<file path="src/rtl/ex_mem_stage.sv">
`default_nettype none
// ============================================================================
//  Module      : ex_mem_stage
//  Description : EX->MEM pipeline register with a 2-entry skid buffer.
//                Also keeps the architectural c/z/v flags and the HI register.
//  Revision    : 1.0 - initial release
// ============================================================================
module ex_mem_stage #(
    parameter int DATA_W  = 32,
    parameter int SEL_W   = 4,
    parameter int REG_W   = 5,
    parameter int MUL_SEL = 2
) (
    input  logic              clk,
    input  logic              rst,
    input  logic              in_valid,
    output logic              in_ready,
    input  logic [DATA_W-1:0] in_out0,
    input  logic [DATA_W-1:0] in_out1,
    input  logic [2:0]        in_flags,
    input  logic [SEL_W-1:0]  in_sel,
    input  logic [REG_W-1:0]  in_rd,
    input  logic              in_wb_en,
    input  logic              flush,
    output logic              out_valid,
    input  logic              out_ready,
    output logic [DATA_W-1:0] out_out0,
    output logic [DATA_W-1:0] out_out1,
    output logic [2:0]        out_flags,
    output logic [SEL_W-1:0]  out_sel,
    output logic [REG_W-1:0]  out_rd,
    output logic              out_wb_en,
    output logic [2:0]        status_flags,
    output logic [DATA_W-1:0] hi_reg
);

    localparam int PAY_W = 2 * DATA_W + 3 + SEL_W + REG_W + 1;

    logic              m_valid_q, m_valid_d;
    logic              s_valid_q, s_valid_d;
    logic [PAY_W-1:0]  m_pay_q,   m_pay_d;
    logic [PAY_W-1:0]  s_pay_q,   s_pay_d;
    logic [2:0]        status_q,  status_d;
    logic [DATA_W-1:0] hi_q,      hi_d;

    logic              w_accept;
    logic              w_retire;
    logic [PAY_W-1:0]  w_in_pay;

    assign w_in_pay = {in_out0, in_out1, in_flags, in_sel, in_rd, in_wb_en};

    // Flush drops the same-cycle input even though in_ready may be high.
    assign w_accept = in_valid & ~s_valid_q & ~flush;
    assign w_retire = m_valid_q & out_ready;

    always_comb begin
        m_valid_d = m_valid_q;
        s_valid_d = s_valid_q;
        m_pay_d   = m_pay_q;
        s_pay_d   = s_pay_q;
        status_d  = status_q;
        hi_d      = hi_q;

        if (!m_valid_q || w_retire) begin
            if (s_valid_q) begin
                m_valid_d = 1'b1;
                s_valid_d = 1'b0;
                if (!flush) begin
                    m_pay_d = s_pay_q;
                end
            end else if (w_accept) begin
                m_valid_d = 1'b1;
                m_pay_d   = w_in_pay;
            end else begin
                m_valid_d = 1'b0;
            end
        end else if (w_accept) begin
            s_valid_d = 1'b1;
            s_pay_d   = w_in_pay;
        end

        // A retire in the flush cycle still updates the architectural state.
        if (w_retire) begin
            status_d = out_flags;
            if (out_sel == SEL_W'(MUL_SEL)) begin
                hi_d = out_out1;
            end
        end

        if (flush) begin
            m_valid_d = 1'b0;
            s_valid_d = 1'b0;
        end
    end

    always_ff @(posedge clk) begin
        if (rst) begin
            m_valid_q <= 1'b0;
            s_valid_q <= 1'b0;
            m_pay_q   <= '0;
            s_pay_q   <= '0;
            status_q  <= 3'b000;
            hi_q      <= '0;
        end else begin
            m_valid_q <= m_valid_d;
            s_valid_q <= s_valid_d;
            m_pay_q   <= m_pay_d;
            s_pay_q   <= s_pay_d;
            status_q  <= status_d;
            hi_q      <= hi_d;
        end
    end

    assign {out_out0, out_out1, out_flags, out_sel, out_rd, out_wb_en} = m_pay_q;
    assign out_valid    = m_valid_q;
    assign in_ready     = ~s_valid_q;
    assign status_flags = status_q;
    assign hi_reg       = hi_q;

endmodule
`default_nettype wire

</file>
<file path="config.mk">
export PLATFORM = sky130hd
export DESIGN_NAME = ex_mem_stage
export DESIGN_NICKNAME = d
export VERILOG_FILES = /design/src/rtl/ex_mem_stage.sv
export SDC_FILE = /design/constraint.sdc
export NUM_CORES = 1
export LEC_CHECK = 0
export CORE_MARGIN = 4
export CORE_UTILIZATION = 40
export CTS_CLUSTER_SIZE = 14
export DETAILED_ROUTE_END_ITERATION = 7
export HOLD_SLACK_MARGIN = 0.08
export PLACE_DENSITY = 0.66
export SKIP_CTS_REPAIR_TIMING = 1
export SLEW_MARGIN = 25
export SYNTH_ARGS = -nofsm -noshare
export SYNTH_HDL_FRONTEND = slang
export SYNTH_SLANG_ARGS = --single-unit
export TNS_END_PERCENT = 10
</file>
<file path="constraint.sdc">
create_clock -name clk -period 2.52 [get_ports clk]
set_clock_uncertainty 0.15 [all_clocks]
set_input_delay 0.756 -clock clk [delete_from_list [all_inputs] [get_ports clk]]
set_output_delay 0.756 -clock clk [all_outputs]
set_load 0.005 [all_outputs]
</file>
Word-level counts from Yosys, hierarchy flattened
Cells that the tools add are included.

storage, ports and cells
  word-level logic and storage cells = 27
  bits of input ports = 82
  output and inout bits = 114
  register bits = 191

operators by class
  muxes and demuxes = 5
  bitwise logic cells = 6
  reductions and logical operators = 8
  eq/ne operators = 2

operators by type and width
  cell                                            number
  two-way mux 77 bit                              3
  == test 4 x 2 -> 1 bit (second input constant)  1
  AND reduction 2 bit                             2
  bitwise AND 1 bit                               3
  NOT 1 bit                                       3
  AND reduction 3 bit                             1
  OR reduction 3 bit                              1
  two-way mux 1 bit                               2
  inequality test 2 bit (second input constant)   1
  nonzero test 2 bit                              1
  OR reduction 2 bit                              1
  zero test 1 bit                                 1
  logical OR 1 bit                                1

Logic depth before layout (Yosys ltp)
  depth in word-level cells = 5
  mapped depth = 7

Worst setup path after synthesis
No wires, ideal clock.

  path kind = input to register
  from = input port out_ready
  to = register s_pay_q[46]
  stages = 6
  required time = 2298 ps
  arrival = 1884 ps
  setup slack = 414 ps
  path buffers = 3
  setup time = 72 ps
  cell sequence = nand2b_1 -> nor4b_1 -> clkbuf_1 -> buf_4 -> buf_6 -> mux2i_1

on the way
  word-level cells in the longest chain between the ends = 4

RTL lines
  item                           RTL line  source
  start, declared                26        input logic out_ready,
  bitwise AND 1 bit              54        assign w_retire = m_valid_q & out_ready;
  logical OR 1 bit               64        if (!m_valid_q || w_retire) begin
  NOT 1 bit (no line)            --
  AND reduction 2 bit (no line)  --
  end signal, assigned           108       s_pay_q <= s_pay_d;
  end, declared                  42        logic [PAY_W-1:0] s_pay_q, s_pay_d;

Every way passes these cells.
A chain may end at the register's enable or synchronous reset.

Final worst setup path
  from = register s_valid_q
  to = output port in_ready

on the way
  word-level cells in the longest chain between the ends = 1

RTL lines
  item                    RTL line  source
  start, declared         40        logic s_valid_q, s_valid_d;
  start signal, assigned  106       s_valid_q <= s_valid_d;
  NOT 1 bit               116       assign in_ready = ~s_valid_q;
  end, declared           17        output logic in_ready,

Every way passes these cells.

==> flow_metrics.env <==
export IMPL_post_synth_cell_area_avg_um2=9.98
export IMPL_initial_core_util_pct=40.8
export IMPL_finalWirelength_um=21400
export IMPL_detail_route_iter0_violations=238
export IMPL_cts_tree="built"
export IMPL_boundaryPins=196
export IMPL_antenna_violating_nets_post_route=0
export IMPL_half_perimeter_wire_length_of_the_detailed_placement_result_um=14400
export IMPL_worst_setup_path_end_kind="output pin"
export IMPL_cp_startpoint="s_valid_q$_SDFFE_PP0P_"
export IMPL_synth_compound_area_share_pct=4.05
export IMPL_route_vias_total=6539
export IMPL_path_clk_slew_ns=0.08
export IMPL_layout_nets=1144
export IMPL_synth_top_family_by_area="multiplexers"
export IMPL_crit_path_largest_cell_delay_ns=0.51
export IMPL_wl_met2_um=9480
export IMPL_leakage_nw=4.34
export IMPL_number_of_global_route_vias_before_repair=6501
export IMPL_portion_of_netlist_area_occupied_by_mux_cells_pct=25.2
export IMPL_finalInstanceArea_um2=11800
export IMPL_critical_path_top_delay_family="buffers and inverters"
export IMPL_power_per_cell_area_nw_per_um2=551
export IMPL_layout_cells_most_common="sky130_fd_sc_hd__nand2b_1"
export IMPL_worst_skew_pair_late_latency_ns=0.43
export IMPL_ff_to_ff_end="m_pay_q[53]$_SDFFE_PP0P_"
export IMPL_pre_antenna_drt_iters=7
export IMPL_detail_route_vias_per_cell=4.83
export IMPL_cts_sinks=191
export IMPL_finalCritPeriodShare_pct=94.9
export IMPL_timing_critical_path_arrival_ns=1.49
export IMPL_setup_viol=0
export IMPL_synth_xor_area_share_pct=0
export IMPL_synth_area_leader_cell="sky130_fd_sc_hd__dfxtp_1"
export IMPL_netlist_top_cells_area="sky130_fd_sc_hd__dfxtp_1 (43%), sky130_fd_sc_hd__mux2i_1 (19%), sky130_fd_sc_hd__nand2b_1 (15%)"
export IMPL_timing_final_ws_setup_ns=0.129
export IMPL_worst_hold_path_num_cells=2
export IMPL_met3RoutedLength_um=1500
export IMPL_critical_path_required_ns=1.61
export IMPL_post_drt_wl_per_cell_um=15.8
export IMPL_synth_area_um2=8900
export IMPL_final_core_util_pct=54.0
export IMPL_gr_total_overflow=0
export IMPL_maxCapViolCount=0
export IMPL_grt_start_max_net_pins=76
export IMPL_yosysWarningCount=0
export IMPL_maxSlewViolCount=0
export IMPL_stdcell_count=1355
export IMPL_syn_nets=974
export IMPL_port_buffers=195
export IMPL_cell_by_cell_listing_of_the_critical_path="inv_1, clkdlybuf4s50_1"
export IMPL_dp_worst_setup_slack_ns=-0.118
export IMPL_flow_area_growth_from_synthesis_pct=32.5
export IMPL_top_signal_layer_used="met4"
export IMPL_clockRootBuffer="sky130_fd_sc_hd__clkbuf_16"
export IMPL_timing_worst_setup_path_type="flip-flop to output pin"
export IMPL_cts_made_buffers=17
export IMPL_synth_ff_latch_count=191
export IMPL_min_period_ns=2.39
export IMPL_worst_r2r_startpoint="s_valid_q$_SDFFE_PP0P_"
export IMPL_std_cell_rows=54
export IMPL_critical_path_depth=2
export IMPL_synth_lib_cells_used_distinct=20
export IMPL_max_vdd_ir_drop_uv=423
export IMPL_horizontal_die_dimension_um=157
export IMPL_fp_coreArea_um2=21800
export IMPL_timing_slew_headroom_pct=70.5
export IMPL_max_freq_mhz=418
export IMPL_synth_top_cell_area_share_pct=43.0
export IMPL_hold_violations=0
export IMPL_placed_area_um2=11200
export IMPL_synth_seq_area_share_pct=43.0
export IMPL_commonest_non_fill_non_tap_cells_in_the_layout="sky130_fd_sc_hd__nand2b_1 (219), sky130_fd_sc_hd__clkdlybuf4s50_1 (193), sky130_fd_sc_hd__dfxtp_1 (190)"
export IMPL_drt_drc_violations_left=0
export IMPL_floorplan_die_height_um=157
export IMPL_placed_cells_incl_taps=1322
export IMPL_grt_first_pass_wirelength_um=34400
export IMPL_reg2regPathDepth=4
export IMPL_layout_drive_gt1_share_pct=13.9
export IMPL_unrepaired_setup_endpoints_after_global_routing="no"
export IMPL_post_synth_inst_count=892
export IMPL_timing_worst_slew_pin_value_ns=0.442
export IMPL_htreeDepth=4
export IMPL_reg2reg_slack_ns=0.59
export IMPL_die_area_um2=24700
export IMPL_route_layer_met1_wl_um=10100
export IMPL_number_of_antenna_violations_at_the_first_check_in_global_routing=0
export IMPL_post_synth_and_or_nand_nor_area_fraction_pct=21.6
export IMPL_run_status="complete, no violations"
export IMPL_gr_usage_all_layers_pct=17.4
export IMPL_finalSetupTns_ns=0
export IMPL_critPathLaunchType="flip-flop"
export IMPL_worstPathMaxFanout=14
export IMPL_synth_adder_area_share_pct=0
export IMPL_cts_root_to_sink_buffers=2
export IMPL_hold_path_class="flip-flop to flip-flop"
export IMPL_crit_end="in_ready"
export IMPL_gp_congestion=0.719
export IMPL_cp_slowest_cell="sky130_fd_sc_hd__dfxtp_4"
export IMPL_worst_path_buf_inv=2
## cell families after synthesis
| group | count (synthesis) |
|---|---|
| DFF | 191 |
| muxes | 218 |
| buffers and inverters | 124 |
| AOI/OAI and AO/OA | 49 |
| and+or+nand+nor | 310 |
## worst min path at each step
stage                        startpoint  slack [ns]                        to
5_1_grt        m_pay_q[55]$_SDFFE_PP0P_        0.33  m_pay_q[55]$_SDFFE_PP0P_
3_5_place_dp   m_pay_q[72]$_SDFFE_PP0P_        0.29  m_pay_q[72]$_SDFFE_PP0P_
3_3_place_gp   m_pay_q[50]$_SDFFE_PP0P_        0.29  m_pay_q[50]$_SDFFE_PP0P_
2_1_floorplan   s_pay_q[0]$_SDFFE_PP0P_        0.30   s_pay_q[0]$_SDFFE_PP0P_
4_1_cts        m_pay_q[53]$_SDFFE_PP0P_        0.31  m_pay_q[53]$_SDFFE_PP0P_
6_report       m_pay_q[53]$_SDFFE_PP0P_        0.31  m_pay_q[53]$_SDFFE_PP0P_
## metal layers
layer	vias up	track usage, %
met2	146	27.1
met1	3015	23.1
met3	20	5.88
met5	-	0
li1	3358	-
met4	0	4.88
## worst min-delay path: cells and delay by family, from the launching register on
kind | cells | cell delay, ns
flip-flops | 1 | 0.31
buffers and inverters | 1 | 0.05
AO/OA/AOI/OAI | 1 | 0.05
## final cells by class
class / count / area (um2)
antenna: 1 / 2.50
sequential: 191 / 3830
multi-input combinational: 577 / 4550
tap: 280 / 350
fill: 1974 / 10000
inverter: 46 / 173
clock inverter: 14 / 124
clock buffer: 17 / 425
timing repair buffer: 229 / 2340
## Yosys cell counts (all sizes together)
cell / number
nor2: 2
nand2: 4
or3: 1
clkbuf: 51
inv: 46
a211oi: 46
nand2b: 219
dfxtp: 191
nor2b: 1
nand3: 3
or2: 32
nor4b: 1
a21oi: 3
mux2i: 173
buf: 27
nand4b: 1
nor4: 46
mux2: 45
## power breakdown
| group | total, W | switching (W) | internal (W) |
|---|---|---|---|
| Clock | 0.00257 | 0.00127 | 0.00130 |
| Combinational | 0.000774 | 0.000308 | 0.000466 |
| Sequential | 0.00316 | 0.0000523 | 0.00310 |
## through the flow
| stage | hold slack, ns | total power, W |
|---|---|---|
| final | 0.306 | 0.00650 |
| after global routing | 0.325 | 0.00680 |
| after CTS | 0.310 | 0.00658 |
| after detailed placement | 0.294 | 0.00401 |
| after global placement | 0.294 | 0.00400 |
| after floorplan | 0.295 | 0.00360 |
Note: power is estimated with default switching activity, not from simulation.
